<file path="config.mk">
export PLATFORM = sky130hd
export DESIGN_NAME = parking_gate_arbiter
export DESIGN_NICKNAME = d
export VERILOG_FILES = /design/src/rtl/parking_gate_arbiter.sv
export SDC_FILE = /design/constraint.sdc
export NUM_CORES = 1
export LEC_CHECK = 0
export CAP_MARGIN = 15
export CORE_UTILIZATION = 50
export CTS_BUF_LIST = sky130_fd_sc_hd__clkbuf_16
export DETAILED_ROUTE_END_ITERATION = 6
export GPL_ROUTABILITY_DRIVEN = 0
export PLACE_DENSITY_LB_ADDON = 0.05
export SYNTH_ARGS = -nofsm -noshare
export SYNTH_HDL_FRONTEND = slang
export SYNTH_SLANG_ARGS = --single-unit
</file>
<file path="constraint.sdc">
create_clock -name clock -period 6.7 [get_ports clock]
set_clock_uncertainty 0.2 [all_clocks]
set_input_delay 2.01 -clock clock [delete_from_list [all_inputs] [get_ports clock]]
set_output_delay 2.01 -clock clock [all_outputs]
set_load 0.02 [all_outputs]
</file>
<file path="src/rtl/parking_gate_arbiter.sv">
// Round-robin arbiter sharing the lot occupancy counters between NUM_GATES gates.
// Optional reject statistics are enabled with the PARKING_REJECT_STATS_EN macro.
module parking_gate_arbiter #(
  parameter int NUM_GATES = 4,
  parameter int TOTAL_CAP = 700,
  parameter int UNI_CAP   = 500
) (
  input  logic                 clock,
  input  logic                 reset_n,
  input  logic                 day_clear,
  input  logic [NUM_GATES-1:0] req,
  input  logic [NUM_GATES-1:0] is_exit,
  input  logic [NUM_GATES-1:0] is_uni,
  output logic [NUM_GATES-1:0] done,
  output logic                 accepted,
  output logic                 faulty_exit,
  output logic [9:0]           uni_count,
  output logic [9:0]           gen_count,
  output logic                 uni_full,
  output logic                 gen_full,
`ifdef PARKING_REJECT_STATS_EN
  output logic [15:0]          reject_entry_cnt,
  output logic [15:0]          reject_exit_cnt,
`endif
  output logic                 busy
);

  localparam int IDX_W = (NUM_GATES > 1) ? $clog2(NUM_GATES) : 1;
  localparam logic [9:0] UNI_CAP_C = 10'(UNI_CAP);
  localparam logic [9:0] GEN_CAP_C = 10'(TOTAL_CAP - UNI_CAP);

  typedef enum logic [1:0] {IDLE, GRANT, RESP} state_t;

  state_t               state_q, state_d;
  logic [IDX_W-1:0]     ptr_q, ptr_d, win_q, win_d;
  logic                 exit_q, exit_d, uni_q, uni_d;
  logic [9:0]           uni_cnt_q, uni_cnt_d, gen_cnt_q, gen_cnt_d;
  logic [NUM_GATES-1:0] done_q, done_d;
  logic                 acc_q, acc_d, faulty_q, faulty_d;
  logic                 rej_entry_q, rej_entry_d;
  logic [15:0]          rej_ent_cnt_q, rej_ent_cnt_d, rej_ext_cnt_q, rej_ext_cnt_d;

  logic                 found;
  logic [IDX_W-1:0]     pick, cand;
  logic [9:0]           pool_cnt, pool_cap;
  logic                 ok;

  always_comb begin
    state_d       = state_q;
    ptr_d         = ptr_q;
    win_d         = win_q;
    exit_d        = exit_q;
    uni_d         = uni_q;
    uni_cnt_d     = uni_cnt_q;
    gen_cnt_d     = gen_cnt_q;
    done_d        = '0;
    acc_d         = 1'b0;
    faulty_d      = 1'b0;
    rej_entry_d   = 1'b0;
    rej_ent_cnt_d = rej_ent_cnt_q;
    rej_ext_cnt_d = rej_ext_cnt_q;
    found         = 1'b0;
    pick          = ptr_q;
    cand          = ptr_q;

    // Search upward from the pointer, wrapping, so the last winner goes to the back.
    for (int i = 0; i < NUM_GATES; i++) begin
      cand = IDX_W'((int'(ptr_q) + i) % NUM_GATES);
      if (!found && req[cand]) begin
        found = 1'b1;
        pick  = cand;
      end
    end

    pool_cnt = uni_q ? uni_cnt_q : gen_cnt_q;
    pool_cap = uni_q ? UNI_CAP_C : GEN_CAP_C;
    ok       = exit_q ? (pool_cnt != 10'd0) : (pool_cnt < pool_cap);

    case (state_q)
      IDLE: begin
        if (found) begin
          win_d   = pick;
          exit_d  = is_exit[pick];
          uni_d   = is_uni[pick];
          state_d = GRANT;
        end
      end
      GRANT: begin
        state_d       = RESP;
        done_d[win_q] = 1'b1;
        if (!day_clear) begin
          acc_d       = ok;
          faulty_d    = exit_q && !ok;
          rej_entry_d = !exit_q && !ok;
          if (ok) begin
            if (uni_q) uni_cnt_d = exit_q ? uni_cnt_q - 10'd1 : uni_cnt_q + 10'd1;
            else       gen_cnt_d = exit_q ? gen_cnt_q - 10'd1 : gen_cnt_q + 10'd1;
          end
        end
      end
      RESP: begin
        state_d = IDLE;
        ptr_d   = (win_q == IDX_W'(NUM_GATES - 1)) ? '0 : win_q + 1'b1;
        if (rej_entry_q && rej_ent_cnt_q != 16'hFFFF) rej_ent_cnt_d = rej_ent_cnt_q + 16'd1;
        if (faulty_q && rej_ext_cnt_q != 16'hFFFF)    rej_ext_cnt_d = rej_ext_cnt_q + 16'd1;
      end
      default: state_d = IDLE;
    endcase

    if (day_clear) begin
      uni_cnt_d     = '0;
      gen_cnt_d     = '0;
      rej_ent_cnt_d = '0;
      rej_ext_cnt_d = '0;
    end
  end

  always_ff @(posedge clock or negedge reset_n) begin
    if (!reset_n) begin
      state_q       <= IDLE;
      ptr_q         <= '0;
      win_q         <= '0;
      exit_q        <= 1'b0;
      uni_q         <= 1'b0;
      uni_cnt_q     <= '0;
      gen_cnt_q     <= '0;
      done_q        <= '0;
      acc_q         <= 1'b0;
      faulty_q      <= 1'b0;
      rej_entry_q   <= 1'b0;
      rej_ent_cnt_q <= '0;
      rej_ext_cnt_q <= '0;
    end else begin
      state_q       <= state_d;
      ptr_q         <= ptr_d;
      win_q         <= win_d;
      exit_q        <= exit_d;
      uni_q         <= uni_d;
      uni_cnt_q     <= uni_cnt_d;
      gen_cnt_q     <= gen_cnt_d;
      done_q        <= done_d;
      acc_q         <= acc_d;
      faulty_q      <= faulty_d;
      rej_entry_q   <= rej_entry_d;
      rej_ent_cnt_q <= rej_ent_cnt_d;
      rej_ext_cnt_q <= rej_ext_cnt_d;
    end
  end

  // A day_clear landing in RESP cancels the verdict already on the bus.
  assign done        = done_q;
  assign accepted    = acc_q && !day_clear;
  assign faulty_exit = faulty_q && !day_clear;
  assign uni_count   = uni_cnt_q;
  assign gen_count   = gen_cnt_q;
  assign uni_full    = (uni_cnt_q == UNI_CAP_C);
  assign gen_full    = (gen_cnt_q == GEN_CAP_C);
  assign busy        = (state_q != IDLE);

`ifdef PARKING_REJECT_STATS_EN
  assign reject_entry_cnt = rej_ent_cnt_q;
  assign reject_exit_cnt  = rej_ext_cnt_q;
`endif

endmodule

</file>
==> results.md, run 1 <==
- Clock H-tree levels: 2
- Site Rows: 25
- Placed insts: 378
- Clock transition at path regs: around 0.05 ns
- Final Critical Period: 5.601 ns
- Simple-gate area share of the yosys netlist: 0.1597
- CP Class: primary input to output pin
- Via density: 5.997
- Mapped Nets: 316
- Leading register cell type out of synthesis: dfrtp_1
- Core box area: between 4000 and 5000 um^2
- All-Layer GR Usage: 0.2590
- Final nets: about 360
- Fill cells: 422
- Via Count: 2315
- Ys Warns: 0
- Critical Path RT: 4.49 ns
- Sequential Power Share: 0.227
- Drt drc: 0
- Final Hold Viols: 0
- WHS: between 0.3 and 0.4 ns
- Net Sw Frac: 0.4826
- Post-CTS setup buffer count: 0
- Final setup viols: 0
- Final HPWL DP: roughly 4300 um
- Post-CTS Hold Buffers: 0
- Initial antenna violation count: 0
- Int Power: 0.9700 mW
- Post-synthesis cell count: 277
- Global-route wire length before repair: 10740 um
- Post-Synth Adder-Cell Area: 0.1223
- Critical Path Source Type: primary input
- WP data arrival: 3.39 ns
- Max cap viols: 0
- Clock root cell: clkbuf_16
- Main combinational cell family by area after synthesis: compound AO/OA/AOI/OAI gates
- Later-pin clock latency in the skew report: 0.27 ns
- CP endpoint kind: output pin
- Synth Area in XOR/XNOR: 0.03398
- Switching power: 0.9048 mW
- 1st-pass router iterations: 4
- Seq/Total Area, Yosys: 0.3301
- Final setup margin: 1.099 ns
- Die Span Y: 73.80 um
- Routed WL per cell: 15.89 um
- Width of the die: 73.80 um
- Power Density: between 500 and 600 nW/um^2
- Mapped Area: 2577 um^2
- Final wirelength: 6134 um
- Setup TNS: 0 ns
- Worst r2r path cells: 7
- Area grow syn2layout: 23.59%
- Peak supply drop: 0.0002910 V
- Post-Layout Cell Count: 386
- PostCTS Resize Cnt: 0
- Async set-reset flop share out of synthesis: 1.000
- Post-synth EDFFs: 0
- IO Port Bufs: 43
- Status: complete, no violations
- CTS tree: done
- Ports: 44
- Unrepaired setup endpoints after global routing: false
- Clock Power Share: 0.115
- Mux contribution to synthesized area: 0.06699
- Vias in the first global route: 2291
- Slew HR: 0.3900
- Final Cycle Share: 0.8359
- CTS Sinks: 34
- Worst Tran Pin Value: 0.9150 ns
- Placement Setup Slack: 1.094 ns
- Layout cells sized above 1: 0.08150
- Pin count of the biggest net entering global routing: 35
- Crit path max fanout: 26
- Syn Area/Cell: 9.305 um^2
- TritonCTS buffer count: 5
- Ant diodes: 0
- Synth cell types: 48
- Initial Util: 0.5316
- HP Class: register to register
- Number of synthesized register bits: 34
- Routed Antenna Nets: 0
- Leading area contributor after synthesis: dfrtp_1
- Die area: between 5000 and 6000 um^2
- Total power draw: 1.875 mW
- Leak: 1.366 nW
- Overflow after GRT: 0
- Drt first-iter violations: 91
- Slew Limit Fails: 0
- Hold Path Depth: 1
- Combinational Power Share: 0.658
- Fmax: 178.6 MHz
- Synth top area share: 0.3301
- Dominant cells by area after synthesis: dfrtp_1 33%, ha_1 11%, a21oi_1 6.0%
- Clock tree buffer depth: 2
- Post-synthesis compound-gate area fraction: 0.2510
## flip-flops by register name, indices dropped and copies added, names as in the netlist
register and cells:
exit_q 1, done 4, win_q 2, uni_count 10, faulty_q 1, state_q 2
acc_q 1, ptr_q 2, uni_q 1, gen_count 10
## cells in the mapped netlist (3+ instances only)
cell type	count
nor3b_1	3
nor3_1	3
dfrtp_1	34
nor2b_1	9
a211oi_1	5
inv_1	6
a311oi_1	3
a21o_1	5
o211ai_1	4
and2_1	4
xnor2_1	8
nand2_1	11
or3_1	3
o21ai_0	16
clkbuf_1	7
nor4_1	7
ha_1	22
o31ai_1	3
o21bai_1	3
mux2i_1	9
mux2_2	6
nor2_1	13
a21oi_1	31
buf_6	3
o21ai_1	9
nand3_1	15
## cell families (layout without fill, tap and decap cells)
kind of cell             Yosys count  after routing
AO/OA/AOI/OAI                     98             98
AND/OR/NAND/NOR                   77             77
flip-flops                        34             34
buffers and inverters             18             60
adder cells (fa/ha/maj)           24             24
multiplexers                      16             16
XOR/XNOR                          10             10
## placed cells by master (no fill, tap or decap), types with 3 or more instances in the layout
cell type and instances:
o21ai_0 16, or3_1 3, nand3_1 15, clkbuf_16 5, ha_1 22, nor2b_1 9
o21ai_1 9, o31ai_1 3, a21oi_1 31, nor3_1 3, o21bai_1 3, nand2_1 11
dfrtp_1 34, and2_1 4, a211oi_1 5, o211ai_1 4, a311oi_1 3, nor2_1 13
xnor2_1 8, mux2i_1 9, buf_4 3, nor3b_1 3, mux2_2 6, nor4_1 7
clkdlybuf4s50_1 43, a21o_1 5, inv_1 6
## power groups by stage
stage                     clock [mW]  combinational [mW]  sequential (mW)
after detailed placement           0                1.22            0.426
after floorplan                    0               0.882            0.462
final                          0.216                1.23            0.426
after global placement             0                1.19            0.425
after global routing           0.229                1.38            0.445
after CTS                      0.218                1.23            0.425
## per-stage QoR
step / utilization / cell area, um^2
finish: 0.6570 / 3186
detailed placement: 0.6279 / 3044
global route: 0.6570 / 3186
floorplan: - / 2577
global placement: 0.6279 / 3044
CTS: 0.6570 / 3186
## layout make-up
cell class | instances | area (um^2) | area share
flip-flops and latches | 34 | 850.8 | 0.2671
repair buffers | 46 | 452.9 | 0.1422
inverters | 6 | 22.52 | 0.007070
clock inverters | 3 | 16.27 | 0.005106
multi-input cells | 225 | 1634 | 0.5130
well taps | 67 | 83.83 | 0.02632
clock buffers | 5 | 125.1 | 0.03928
## per-layer routing
metal	global-route usage	up-vias	part of all wire
li1	-	1134	-
met1	0.3498	1125	0.44
met2	0.4251	52	0.50
met3	0.05350	4	0.045
met4	0.06197	0	0.0077
met5	0	-	0
## final timing paths
check | start | to | slack, ns
min in group asynchronous | reset_n | ptr_q[1] | 1.96
max reg2reg | uni_q | uni_count[9] | 2.85
min reg2reg | win_q[0] | ptr_q[0] | 0.32
min | win_q[0] | ptr_q[0] | 0.32
max in group asynchronous | reset_n | gen_count[5] | 4.04
max | day_clear | accepted | 1.10
## worst max-delay path, stage by stage
cell and delay (ns):
clkdlybuf4s50_1 0.40, buf_4 0.22, nor2b_1 0.14, clkdlybuf4s50_1 0.61
No activity file was read; power rests on OpenSTA's default activity.
==> inputs of run 2 (changes only) <==
==> constraint.sdc (replaced) <==
create_clock -name clock -period 5.35 [get_ports clock]
set_clock_uncertainty 0.2 [all_clocks]
set_input_delay 1.605 -clock clock [delete_from_list [all_inputs] [get_ports clock]]
set_output_delay 1.605 -clock clock [all_outputs]
set_load 0.02 [all_outputs]
==> results.md, run 2 (synthesis gave the netlist of run 1 again) <==
- Via density: 6.057
- CTS tree: done
- Leak: 1.378 nW
- Peak supply drop: 0.0003638 V
- Fmax: 216.7 MHz
- All-Layer GR Usage: 0.2469
- Drt first-iter violations: 91
- Width of the die: about 74 um
- CP delay by family, top: buffers and inverters
- CP Launch Point: day_clear
- CTS Sinks: 34
- Crit path max-delay cell type: clkdlybuf4s50_1
- Layout cells sized above 1: 0.08176
- Post-CTS Hold Buffers: 0
- Worst Tran Pin Value: 1.017 ns
- Multi-input gate area: about 1600 um^2
- Clock root cell: clkbuf_16
- Combinational Power Share: 0.627
- CP cell instances: clkdlybuf4s50_1, nor2b_1, clkdlybuf4s50_1
- Global-route wire length before repair: 10290 um
- Critical Path RT: approximately 3.6 ns
- Final setup viols: 0
- Core box area: 4848 um^2
- Net Sw Frac: 0.4724
- HP Class: register to register
- Slew Limit Fails: 0
- Final nets: 356
- Final HPWL DP: 4282 um
- Die area: between 5000 and 6000 um^2
- Critical Path Source Type: primary input
- Setup slack, reg-to-reg: 1.58 ns
- PostCTS Resize Cnt: 0
- Clock transition at path regs: 0.05 ns
- 1st-pass router iterations: 4
- WP data arrival: 2.81 ns
- Site Rows: 25
- Most frequent cells in the layout: 43 x clkdlybuf4s50_1, 34 x dfrtp_1, 31 x a21oi_1
- Ant diodes: 0
- WP buf/inv: 2
- Sequential Power Share: 0.238
- Worst path max stage delay: 0.61 ns
- R2R Path End: uni_count[9]
- Post-CTS setup buffer count: 0
- Final Hold Viols: 0
- Util after Layout: 0.6604
- Unrepaired setup endpoints after global routing: false
- Slew HR: 0.3222
- Overflow after GRT: 0
- Later-pin clock latency in the skew report: roughly 0.27 ns
- Vias in the first global route: 2220
- Clock H-tree levels: 2
- Crit path max fanout: 3
- TritonCTS buffer count: 5
- Worst r2r path cells: 7
- Final Critical Period: roughly 4.6 ns
- CP endpoint kind: output pin
- Initial antenna violation count: 0
- Routed WL per cell: 15.85 um
- Critical path destination: faulty_exit
- Drt drc: 0
- Switching power: 1.125 mW
- Most common cell after layout, fill and taps aside: clkdlybuf4s50_1
- Via Count: 2332
- Clock tree buffer depth: 2
- CP Class: primary input to output pin
- Clock Power Share: 0.135
- Worst path most repeated cell: clkdlybuf4s50_1
- Routed Antenna Nets: 0
- Die Span Y: 73.80 um
- RR Startpoint: uni_q
- Initial Util: 0.5316
- Status: complete, no violations
- Register Area: 850.8 um^2
- Pin count of the biggest net entering global routing: 35
- Final wirelength: between 6000 and 7000 um
- Worst path depth: 3
- Final Cycle Share: 0.8624
- Ports: 44
- Power Density: 743.7 nW/um^2
- Int Power: 1.256 mW
- IO Port Bufs: 43
- Setup TNS: 0 ns
- Fill cells: 416
- Area grow syn2layout: 24.22%
- Max cap viols: 0
run 2: metal layers:
| layer | global-route usage | up-vias | part of all wire |
|---|---|---|---|
| met5 | 0 | - | 0 |
| met2 | 0.4353 | 54 | 0.49 |
| met1 | 0.3135 | 1138 | 0.46 |
| met4 | 0.06197 | 0 | 0.0061 |
| li1 | - | 1135 | - |
| met3 | 0.03978 | 5 | 0.043 |
run 2: per-stage QoR:
stage / area [um^2] / hold WS [ns] / power [mW] / std cells / setup slack [ns]
floorplan: 2577 / 0.2872 / 1.682 / 277 / 1.459
global placement: 3037 / 0.3073 / 2.024 / 377 / 0.7871
detailed placement: 3037 / 0.3188 / 2.058 / 377 / 0.7399
CTS: 3202 / 0.3299 / 2.388 / 385 / 0.7332
global route: 3202 / 0.3515 / 2.595 / 385 / 0.6980
finish: 3202 / 0.3310 / 2.381 / 385 / 0.7362
run 2: worst register-to-register path: stages, from the launching register on:
cell      delay [ns]
dfrtp_1         0.92
inv_1           0.61
ha_1            0.46
o31ai_1         0.07
o221ai_1        0.32
o211ai_2        0.48
o211ai_1        0.25
mux2_2          0.35
run 2: how the worst min path moves through the flow:
stage	startpoint	endpoint	slack (ns)	cells after the start
after floorplan	win_q[0]	ptr_q[0]	0.29	1
after global placement	win_q[0]	ptr_q[0]	0.31	1
after detailed placement	win_q[0]	ptr_q[0]	0.32	1
after CTS	win_q[0]	ptr_q[0]	0.33	1
after global routing	win_q[0]	ptr_q[0]	0.35	1
final	win_q[0]	ptr_q[0]	0.33	1
run 2: power by group through the flow:
stage | sequential (mW) | clock (mW) | combinational, mW
6_report | 0.568 | 0.321 | 1.49
5_1_grt | 0.595 | 0.338 | 1.66
4_1_cts | 0.566 | 0.324 | 1.50
3_5_place_dp | 0.569 | 0 | 1.49
3_3_place_gp | 0.565 | 0 | 1.46
2_1_floorplan | 0.579 | 0 | 1.10
run 2: cell type report:
| type | instances | share of cell area |
|---|---|---|
| clock buffers | 5 | 0.03908 |
| clock inverters | 3 | 0.01250 |
| inverters | 6 | 0.007034 |
| multi-input cells | 225 | 0.5104 |
| flip-flops and latches | 34 | 0.2657 |
| well taps | 67 | 0.02618 |
| repair buffers | 45 | 0.1391 |
==> inputs of run 3 (changes only) <==
--- a/config.mk
+++ b/config.mk
@@ -10,6 +10,7 @@
 export CTS_BUF_LIST = sky130_fd_sc_hd__clkbuf_16
 export DETAILED_ROUTE_END_ITERATION = 6
 export GPL_ROUTABILITY_DRIVEN = 0
+export GPL_TIMING_DRIVEN = 0
 export PLACE_DENSITY_LB_ADDON = 0.05
 export SYNTH_ARGS = -nofsm -noshare
 export SYNTH_HDL_FRONTEND = slang
==> results.md, run 3 (synthesis gave the netlist of run 1 again) <==
- CP Class: primary input to output pin
- Clock H-tree levels: 2
- HP Class: register to register
- Worst Tran Pin Value: between 0.7 and 0.8 ns
- Ant diodes: 0
- Max cap viols: 0
- Final Cycle Share: 0.8134
- Die Span Y: 73.80 um
- Placement Cell Area: 3077 um^2
- Post-CTS Hold Buffers: 0
- Critical Path RT: between 3 and 4 ns
- Post-route cell area: approximately 3200 um^2
- Peak supply drop: 0.0004032 V
- Placement Setup Slack: 0.9850 ns
- Site Rows: 25
- CP endpoint kind: output pin
- Width of the die: 73.80 um
- Die area: 5446 um^2
- Overflow after GRT: 0
- All-Layer GR Usage: 0.2602
- WHS: 0.3491 ns
- Net Sw Frac: 0.4727
- Via density: between 6 and 7
- Via Count: about 2400
- Vias in the first global route: 2191
- Final Critical Period: 4.352 ns
- Critical Path Source Type: primary input
- Most common cell after layout, fill and taps aside: clkdlybuf4s50_1
- Fmax: 229.8 MHz
- Final setup viols: 0
- Clock tree buffer depth: 2
- Drt first-iter violations: 104
- Routed WL per cell: 16.43 um
- Final setup margin: ~1.0 ns
- Area grow syn2layout: 25.78%
- Final Hold Viols: 0
- Final HPWL DP: between 4000 and 5000 um
- Final wirelength: 6475 um
- Switching power: 1.177 mW
- Leak: 1.398 nW
- WP data arrival: ~2.6 ns
- Drt drc: 0
- Initial antenna violation count: 0
- Status: complete, no violations
- Combinational Power Share: 0.653
- Global-route wire length before repair: 10580 um
- 1st-pass router iterations: 4
- Int Power: 1.313 mW
- Clock transition at path regs: ~0.050 ns
- CTS tree: done
- PostCTS Resize Cnt: 0
- Post-CTS setup buffer count: 0
- Slew Limit Fails: 0
- Ports: 44
- Post-Layout Cell Count: around 390
- Unrepaired setup endpoints after global routing: false
- CTS Sinks: 34
- Later-pin clock latency in the skew report: 0.28 ns
- Slew HR: 0.4727
- Pin count of the biggest net entering global routing: 35
- Power Density: 767.9 nW/um^2
- Routed Antenna Nets: 0
- Placed insts: 386
- TritonCTS buffer count: 5
- Clock Power Share: 0.130
- Layout cells sized above 1: 0.09174
- Clock root cell: clkbuf_16
- Crit path max fanout: 8
- Sequential Power Share: 0.217
- Core box area: around 4800 um^2
- Fill cells: 408
- Initial Util: 0.5316
- IO Port Bufs: 42
- Final nets: ~370
- Most frequent cells in the layout: 41 x clkdlybuf4s50_1, 34 x dfrtp_1, 31 x a21oi_1
- Setup TNS: 0 ns
[run 3: layout make-up]
type	instances	area [um^2]	share of cell area
plain buffers	12	70.07	0.02161
clock buffers	5	125.1	0.03860
clock inverters	3	40.04	0.01235
inverters	6	22.52	0.006947
multi-input cells	225	1634	0.5041
flip-flops and latches	34	850.8	0.2624
well taps	67	83.83	0.02586
repair buffers	42	415.4	0.1281
[run 3: power by group through the flow]
stage / clock network (mW) / registers [mW] / logic, mW
after global routing: 0.339 / 0.560 / 1.79
after floorplan: 0 / 0.579 / 1.10
final: 0.324 / 0.539 / 1.63
after global placement: 0 / 0.541 / 1.58
after CTS: 0.327 / 0.539 / 1.62
after detailed placement: 0 / 0.544 / 1.61
[run 3: worst paths after layout]
| check | startpoint | end | slack (ns) | depth (start not counted) |
|---|---|---|---|---|
| setup / recovery | day_clear | faulty_exit | 1.0 | 3 |
| setup reg to reg | exit_q | uni_count[8] | 2.18 | 7 |
| hold reg to reg | ptr_q[0] | ptr_q[0] | 0.35 | 2 |
| max in group asynchronous | reset_n | gen_count[5] | 3.26 | 1 |
| min in group asynchronous | reset_n | win_q[1] | 1.20 | 1 |
| hold / removal | ptr_q[0] | ptr_q[0] | 0.35 | 2 |
[run 3: routing by layer]
layer / global-route usage / vias up / share of wire
met5: 0 / - / 0
met4: 0.06197 / 0 / 0.0062
met3: 0.04938 / 2 / 0.052
met2: 0.4536 / 70 / 0.49
met1: 0.3319 / 1161 / 0.45
li1: - / 1150 / -
[run 3: per-stage QoR]
stage                     utilization  power (mW)
after global routing           0.6686       2.686
final                          0.6686       2.490
after global placement         0.6356       2.122
after CTS                      0.6686       2.486
after detailed placement       0.6346       2.150
after floorplan                     -       1.682
[run 3: worst max-delay path, stage by stage]
cell and delay, ns:
clkbuf_1 0.18, nor2b_1 0.15, clkdlybuf4s50_1 0.61
